$ cat src/rtl/sseg_scan_pwm_if.sv
// Bundle between the gauge/value logic and the seven-segment scanner:
// register-file write fields, global display controls and the pin-level
// segment/common-enable outputs.
// Optional build macro SSEG_SCAN_RAW_EN adds the raw pattern write fields.
interface sseg_scan_pwm_if #(
   parameter int SSEG_BITS  = 2,
   parameter int SSEG_N     = 3,
   parameter int DWELL_BITS = 4
);
   logic                  en;
   logic                  wr;
   logic [SSEG_BITS-1:0]  sel;
   logic [3:0]            val;
   logic                  sseg_en;
   logic                  sign;
   logic                  dp;
   logic                  blink;
   logic [DWELL_BITS-1:0] duty;
`ifdef SSEG_SCAN_RAW_EN
   logic                  raw;
   logic [7:0]            raw_seg;
`endif
   logic [7:0]            sseg;
   logic [SSEG_N-1:0]     oe;

   modport master (
`ifdef SSEG_SCAN_RAW_EN
      output raw, output raw_seg,
`endif
      output en, output wr, output sel, output val, output sseg_en,
      output sign, output dp, output blink, output duty,
      input  sseg, input oe
   );

   modport slave (
`ifdef SSEG_SCAN_RAW_EN
      input  raw, input raw_seg,
`endif
      input  en, input wr, input sel, input val, input sseg_en,
      input  sign, input dp, input blink, input duty,
      output sseg, output oe
   );
endinterface

$ cat src/rtl/sseg_scan_pwm.sv
// Seven-segment scan driver with a per-module register file, global PWM
// brightness inside each dwell window and frame-synchronous blinking.
// Each entry holds {sseg_en, blink, pattern[7:0]}; outputs are registered.
// Optional build macro SSEG_SCAN_RAW_EN: writes with raw=1 store raw_seg
// verbatim instead of the val/sign/dp encoding.
module sseg_scan_pwm #(
   parameter int SSEG_BITS  = 2,
   parameter int SSEG_N     = 3,
   parameter int DWELL_BITS = 4,
   parameter int BLINK_ON   = 2,
   parameter int BLINK_OFF  = 3,
   parameter int BLINK_BITS = 3
) (
   input logic            clk,
   input logic            reset_n,
   sseg_scan_pwm_if.slave bus
);

   localparam int ENTRY_W = 10;
   localparam int EN_BIT  = 9;
   localparam int BLK_BIT = 8;

   // Hex/BCD to segments (bit0=a .. bit6=g); sign forces a lone minus bar,
   // dp is ORed into bit7 on top of either.
   function automatic logic [7:0] seg_encode(input logic [3:0] v,
                                             input logic       sgn,
                                             input logic       pnt);
      logic [6:0] g;
      case (v)
         4'h0: g = 7'h3F;
         4'h1: g = 7'h06;
         4'h2: g = 7'h5B;
         4'h3: g = 7'h4F;
         4'h4: g = 7'h66;
         4'h5: g = 7'h6D;
         4'h6: g = 7'h7D;
         4'h7: g = 7'h07;
         4'h8: g = 7'h7F;
         4'h9: g = 7'h6F;
         4'hA: g = 7'h77;
         4'hB: g = 7'h7C;
         4'hC: g = 7'h39;
         4'hD: g = 7'h5E;
         4'hE: g = 7'h79;
         default: g = 7'h71;
      endcase
      if (sgn) g = 7'h40;
      return {pnt, g};
   endfunction

   logic [SSEG_BITS-1:0]  s_q, s_d;
   logic [DWELL_BITS-1:0] d_q, d_d;
   logic [BLINK_BITS-1:0] bc_q, bc_d;
   logic [ENTRY_W-1:0]    entry_q [SSEG_N];
   logic [ENTRY_W-1:0]    entry_d [SSEG_N];
   logic [7:0]            sseg_q, sseg_d;
   logic [SSEG_N-1:0]     oe_q, oe_d;

   logic [7:0]            wr_pat;
   logic [ENTRY_W-1:0]    wr_entry;
   logic [ENTRY_W-1:0]    cur_entry;
   logic                  frame_end;
   logic                  blink_lit;
   logic                  lit;

   // Build the entry a write would store (encoded digit or raw pattern).
   always_comb begin
      wr_pat = seg_encode(bus.val, bus.sign, bus.dp);
`ifdef SSEG_SCAN_RAW_EN
      if (bus.raw) wr_pat = bus.raw_seg;
`endif
      wr_entry = {bus.sseg_en, bus.blink, wr_pat};
   end

   // Free-running dwell/slot/blink counters; they ignore en so that the
   // display resumes in phase when en returns.
   always_comb begin
      d_d       = d_q + 1'b1;
      s_d       = s_q;
      bc_d      = bc_q;
      frame_end = 1'b0;
      if (d_q == '1) begin
         if (int'(s_q) == SSEG_N - 1) begin
            s_d       = '0;
            frame_end = 1'b1;
         end else begin
            s_d = s_q + 1'b1;
         end
      end
      if (frame_end) begin
         bc_d = (int'(bc_q) == BLINK_ON + BLINK_OFF - 1) ? '0 : bc_q + 1'b1;
      end
   end

   // Register-file update; a sel beyond the last module matches no entry.
   always_comb begin
      for (int i = 0; i < SSEG_N; i++) begin
         entry_d[i] = entry_q[i];
         if (bus.wr && (int'(bus.sel) == i)) entry_d[i] = wr_entry;
      end
   end

   // Lit decision for the slot/dwell being evaluated this clock. d < duty
   // also guarantees the last clock of every slot is dark (ghosting guard).
   always_comb begin
      cur_entry = '0;
      oe_d      = '0;
      for (int i = 0; i < SSEG_N; i++) begin
         if (int'(s_q) == i) cur_entry = entry_q[i];
      end
      blink_lit = (int'(bc_q) < BLINK_ON);
      lit = bus.en && cur_entry[EN_BIT] && (d_q < bus.duty) &&
            (!cur_entry[BLK_BIT] || blink_lit);
      sseg_d = lit ? cur_entry[7:0] : 8'h00;
      for (int i = 0; i < SSEG_N; i++) begin
         if (lit && (int'(s_q) == i)) oe_d[i] = 1'b1;
      end
   end

   // State and output registers with synchronous active-low reset.
   always_ff @(posedge clk) begin
      if (!reset_n) begin
         s_q    <= '0;
         d_q    <= '0;
         bc_q   <= '0;
         sseg_q <= '0;
         oe_q   <= '0;
         for (int i = 0; i < SSEG_N; i++) entry_q[i] <= '0;
      end else begin
         s_q    <= s_d;
         d_q    <= d_d;
         bc_q   <= bc_d;
         sseg_q <= sseg_d;
         oe_q   <= oe_d;
         for (int i = 0; i < SSEG_N; i++) entry_q[i] <= entry_d[i];
      end
   end

   assign bus.sseg = sseg_q;
   assign bus.oe   = oe_q;

endmodule
$ cat src/flat_wrapper.sv
// flat-port wrapper written by rule: the top's interface ports become plain ports
module sseg_scan_pwm_flat 
#(
   parameter int SSEG_BITS  = 2,
   parameter int SSEG_N     = 3,
   parameter int DWELL_BITS = 4,
   parameter int BLINK_ON   = 2,
   parameter int BLINK_OFF  = 3,
   parameter int BLINK_BITS = 3
)
  (clk, reset_n, bus_en, bus_wr, bus_sel, bus_val, bus_sseg_en, bus_sign, bus_dp, bus_blink, bus_duty, bus_sseg, bus_oe);
  sseg_scan_pwm_if #(.SSEG_BITS(SSEG_BITS), .SSEG_N(SSEG_N), .DWELL_BITS(DWELL_BITS)) bus_i ();
  input logic clk;
  input logic reset_n;
  input wire logic [$bits(bus_i.en)-1:0] bus_en;
  input wire logic [$bits(bus_i.wr)-1:0] bus_wr;
  input wire logic [$bits(bus_i.sel)-1:0] bus_sel;
  input wire logic [$bits(bus_i.val)-1:0] bus_val;
  input wire logic [$bits(bus_i.sseg_en)-1:0] bus_sseg_en;
  input wire logic [$bits(bus_i.sign)-1:0] bus_sign;
  input wire logic [$bits(bus_i.dp)-1:0] bus_dp;
  input wire logic [$bits(bus_i.blink)-1:0] bus_blink;
  input wire logic [$bits(bus_i.duty)-1:0] bus_duty;
  output wire logic [$bits(bus_i.sseg)-1:0] bus_sseg;
  output wire logic [$bits(bus_i.oe)-1:0] bus_oe;
  assign bus_i.en = bus_en;
  assign bus_i.wr = bus_wr;
  assign bus_i.sel = bus_sel;
  assign bus_i.val = bus_val;
  assign bus_i.sseg_en = bus_sseg_en;
  assign bus_i.sign = bus_sign;
  assign bus_i.dp = bus_dp;
  assign bus_i.blink = bus_blink;
  assign bus_i.duty = bus_duty;
  assign bus_sseg = bus_i.sseg;
  assign bus_oe = bus_i.oe;
  sseg_scan_pwm #(.SSEG_BITS(SSEG_BITS), .SSEG_N(SSEG_N), .DWELL_BITS(DWELL_BITS), .BLINK_ON(BLINK_ON), .BLINK_OFF(BLINK_OFF), .BLINK_BITS(BLINK_BITS)) u_core (.clk(clk), .reset_n(reset_n), .bus(bus_i));
endmodule
$ cat config.mk
export PLATFORM = sky130hd
export DESIGN_NAME = sseg_scan_pwm_flat
export DESIGN_NICKNAME = d
export VERILOG_FILES = /design/src/rtl/sseg_scan_pwm_if.sv /design/src/rtl/sseg_scan_pwm.sv /design/src/flat_wrapper.sv
export SDC_FILE = /design/constraint.sdc
export NUM_CORES = 1
export LEC_CHECK = 0
export CORE_MARGIN = 2
export CORE_UTILIZATION = 40
export CTS_CLUSTER_SIZE = 30
export DETAILED_ROUTE_END_ITERATION = 10
export PLACE_DENSITY = 0.68
export SKIP_LAST_GASP = 1
export SLEW_MARGIN = 20
export SYNTH_ARGS = -nofsm -noshare
export SYNTH_HDL_FRONTEND = slang
export SYNTH_SLANG_ARGS = --single-unit
$ cat constraint.sdc
create_clock -name clk -period 2 [get_ports clk]
set_input_delay 0.4 -clock clk [delete_from_list [all_inputs] [get_ports clk]]
set_output_delay 0.4 -clock clk [all_outputs]
set_load 0.05 [all_outputs]
### After elaboration in Yosys (flattened, before gate mapping)

Memory sizes are Yosys's and may differ from the RTL's.
Cells that the tools add are included.
Widths: inputs -> output; s select.

* flip-flop bits (word level): 20
* memory bits (writable): 30
* ROM bits: 112
* input bits: 18
* memories: 2

Memory list
* (no name shown): depth 16, width 7, rd ports 1, clocked after memory_dff 0, wr ports 0, RTL line sseg_scan_pwm.sv:29 `case (v)`
* u_core.entry_q: depth 3, width 10, rd ports 3, clocked after memory_dff 0, wr ports 3, RTL line sseg_scan_pwm.sv:54 `logic [ENTRY_W-1:0] entry_q [SSEG_N];`

* add/subtract/negate cells: 3
* magnitude comparators: 2
* eq/ne operators: 6
* mux-type cells: 19
* bitwise operators: 3
* reductions and logical operators: 14

Operators with widths (count)
* $mux 10: 9
* $logic_and 1x1->1: 9
* $eq 2x2->1 const B: 4
* $mux 1: 7
* $mux 7: 1
* $add 4x1->4 const B: 1
* $eq 4x4->1 const B: 1
* $logic_not 2->1: 2
* $lt 4x4->1: 1
* $add 3x1->3 const B: 1
* $eq 3x3->1 const B: 1
* $lt 3x2->1 const B: 1
* $mux 3: 1
* $or 1x1->1: 3
* $add 2x1->2 const B: 1
* $mux 2: 1
* $reduce_and 2->1: 1
* $logic_not 1->1: 1
* $logic_or 1x1->1: 1

### Depth between registers and ports, before layout

* depth after elaboration: 9
* mapped depth: 6
* mapped depth without buffers: 6

### Worst setup path after synthesis

No wires, ideal clock.

* path type: input-to-reg
* start: in bus_val[1]
* end: mem u_core.entry_q[0][3]
* setup time: 0.059 ns
* arrival time: 1.407 ns
* data required time: 1.941 ns
* path slack: 0.534 ns
* stages on the path: 6
* buffers on the path: 0
* cells stage by stage: inv_1 ha_1 nor2b_1 a211o_1 a21oi_1 a31o_1

RTL lines
* start: declaration: RTL line flat_wrapper.sv:18 `input wire logic [$bits(bus_i.val)-1:0] bus_val;`
* end: declaration: RTL line sseg_scan_pwm.sv:54

### Final worst setup path

* start: reg u_core.sseg_q[4], in the netlist u_core.bus.sseg[4]
* end: out bus_sseg[4]

RTL lines
* start: declaration: RTL line sseg_scan_pwm.sv:56 `logic [7:0] sseg_q, sseg_d;`
* start signal: assignment: RTL line sseg_scan_pwm.sv:133 `sseg_q <= sseg_d;`
* end: declaration: RTL line flat_wrapper.sv:24 `output wire logic [$bits(bus_i.sseg)-1:0] bus_sseg;`

No word-level cell between the ends.

==> results.md <==
- Crit path capture type: primary output
- Vias/cell: 5.04
- Initial Util: 0.408
- Final setup viols: 0
- Internal Power: 1410 uW
- Max-cap violations: 0
- Vias in the first global route: 1776
- Cell Area, Placed: 2840 sq um
- CTS tree: built
- Synth area leaders: dfxtp_1, ha_1, mux2i_1, nand2_1, nor2_1
- DRT Wirelength: 4800 microns
- I/O pin count: 29
- Sw power: 448 uW
- Synth top cells by count: dfxtp_1, nand2_1, nor2_1
- Critical path class: reg2out
- Inst Count DP: 371
- Die Ht: 81.3 microns
- Share of the synthesized area in the top cell type: 0.419
- Ant diodes: 0
- Gr usage total: 0.160
- Initial drt markers: 93
- Final worst-path cycle share: 0.931
- Post-CTS Setup Inserts: 0
- Worst path cell trace: clkdlybuf4s50_1
- DR WL/cell: 12.7 microns
- Hold Path Cell Cnt: 2
- Most frequent cell after synthesis: dfxtp_1
- Die X: 81.3 microns
- PnR Total Power: 1860 uW
- Clock power frac: 0.325
- Hold_buf cts: 0
- Critical path required time: 1.60 ns
- R2R Path End: u_core.bus.sseg[5]
- Final Slew Violations: 0
- Synth Area in Adders: 0.0629
- Crit path launch: u_core.bus.sseg[4]
- Dpl hpwl: 3500 microns
- Combinational power share: 0.118
- # rows: 28
- Skew final: 0.0109 ns
- DRC viols: 0
- Switching Share: 0.241
- Setup ws final: 0.137 ns
- First-pass GRT wire length: 8080 microns
- Yosys reg bits: 50
- Num CTS Buffers: 5
- XOR/XNOR Fraction of Synth Area: 0.00733
- Fin. Hold Viols: 0
- Register area share after synthesis: 0.419
- CP bufs+invs: 1
- Core Area: 5850 sq um
- Reg-to-Reg Start: u_core.d_q[1]
- Worst-Skew Late Latency: 0.31 ns
- P_leak: 0.00110 uW
- Fillers: 570
- Final ANT Viol Nets: 0
- Hold endpoint: u_core.entry_q[0][19]
- Root buffer cell: clkbuf_8
- Post-CTS sizing: 0
- CTS H-tree lvls: 2
- Non-filler cells, final: 379
- Post-synth ARST share: 0
- Simple-Gate Fraction of Synth Area: 0.203
- Power per standard cell area: 634 nW/um^2
- Net count after synthesis: 293
- Largest family of logic cells by synthesized area: simple AND/OR/NAND/NOR gates
- Status: completed
- Share of layout cells above drive strength 1: 0.128
- Slew HR: 0.668
- Hold Worst Slack: 0.464 ns
- Syn Area/Cell: 9.08 sq um
- First-pass DRT Iterations: 4
- Placement Setup Slack: -0.0898 ns
- Mapped Area: 2390 sq um
- EDFF count, synth: 0
- Gpl congestion: 0.809
- Largest net degree at the start of global routing: 44
- Clock slew at reported path FFs: 0.09 ns
- Remaining Overflow, GRT: 0
- Peak supply drop: 0.325 mV
- Worst min path class: reg2reg
- Vias: 1909
- Period minus WS final: 1.86 ns
- Cell family with most CP delay: buffers and inverters
- Worst R2R Path Depth: 5
- YS warnings: 0
- Worst setup SP type: flop
- Net count, final: 333
- # clock sinks: 50
- Finished Cell Area: 2930 sq um
- Area grow syn2layout: 22.7%
- PortBufs: 28
- HP Start: u_core.entry_q[0][19]
- Clock tree buffer depth: 2
- Crit path max-delay cell type: clkdlybuf4s50_1
- Slew at the pin closest to its max-slew limit: 0.497 ns
- FMAX: 0.537 GHz
- Sequential share of power: 0.556
- Die area: 6610 sq um
- Synth Instances: 263
- Synth Flop Type: dfxtp_1
- Crit path arrival time: 1.46 ns
- Worst-path maximum fanout: 1
- Largest area contributor in the netlist: dfxtp_1
- Mux contribution to synthesized area: 0.0723
- R2R setup slack: 0.54 ns
- Yosys cell types: 44
- Complex-gate fraction of the synthesized area: 0.185
- Initial antenna violation count: 0
- RSZ-0062 raised after global routing: no
- Critical path's largest stage delay: 0.81 ns
-- state kept, by name, summed over array words and instances (netlist names) --
| signal | count |
|---|---|
| u_core.bus.sseg | 8 |
| u_core.bc_q | 3 |
| u_core.d_q | 4 |
| u_core.entry_q | 30 |
| u_core.s_q | 2 |
| u_core.bus.oe | 3 |
-- worst max-delay path by stage --
stage,depth (start not counted),to,slack (ns)
2_1_floorplan,6,u_core.entry_q[0][3],0.53
3_3_place_gp,7,u_core.entry_q[0][3],-0.05
3_5_place_dp,7,u_core.entry_q[0][3],-0.09
4_1_cts,1,bus_sseg[4],0.13
5_1_grt,1,bus_sseg[4],0.09
6_report,1,bus_sseg[4],0.14
-- area by class of cell --
class / count / area (sq um) / area share
timing repair buffer: 48 / 443 / 0.151
tap: 75 / 93.8 / 0.0320
clock buffer: 6 / 82.6 / 0.0282
inverter: 8 / 30.0 / 0.0102
sequential: 50 / 1000 / 0.341
clock inverter: 2 / 12.5 / 0.00427
multi-input combinational: 190 / 1270 / 0.433
-- worst min-delay path, delay by kind of cell (launching register included) --
| kind | cells | cell delay [ns] |
|---|---|---|
| and+or+nand+nor | 1 | 0.04 |
| DFF | 1 | 0.32 |
| AOI/OAI and AO/OA | 1 | 0.06 |
-- layer usage --
layer,vias to the layer above,part of all wire,global-route usage
met5,-,0,0
met4,0,0.014,0.0508
met3,6,0.045,0.0344
met2,41,0.45,0.264
met1,870,0.49,0.206
li1,992,-,-
-- kinds of logic (layout without fill, tap and decap cells) --
logic type	count (synthesis)	count (layout)
AOI/OAI and AO/OA	64	64
DFF	50	50
buffers and inverters	23	64
xor gates and xnor gates	2	2
and+or+nand+nor	95	95
adders and majority gates	12	12
muxes	17	17
-- power by group through the flow --
stage	logic [uW]	registers [uW]	clock network (uW)
after global placement	218	1060	0
final	220	1030	605
after CTS	223	1030	623
after detailed placement	222	1060	0
after global routing	245	1040	657
after floorplan	131	1060	0
-- cells in the final DEF (no fill, tap or decap), types with 3 or more instances in the layout --
cell	Yosys	routed
o22ai_1	4	4
ha_1	12	12
dfxtp_1	50	50
o21ai_0	10	10
inv_1	8	8
o21ai_1	6	6
mux2i_1	15	15
o211ai_1	3	3
buf_4	3	19
a21boi_0	10	10
clkdlybuf4s50_1	0	28
clkbuf_8	0	6
nand3b_1	3	3
and2_1	3	3
nand2_1	31	31
and3b_1	3	3
nor2b_1	11	11
nor2_1	23	23
a21oi_1	16	16
nand3_1	13	13
-- metrics by stage --
stage | setup TNS [ns] | util
CTS | 0 | 0.501
finish | 0 | 0.501
floorplan | 0 | -
detailed placement | -0.453 | 0.485
global route | 0 | 0.501
global placement | -0.129 | 0.485
Note: power is estimated with default switching activity, not from simulation.
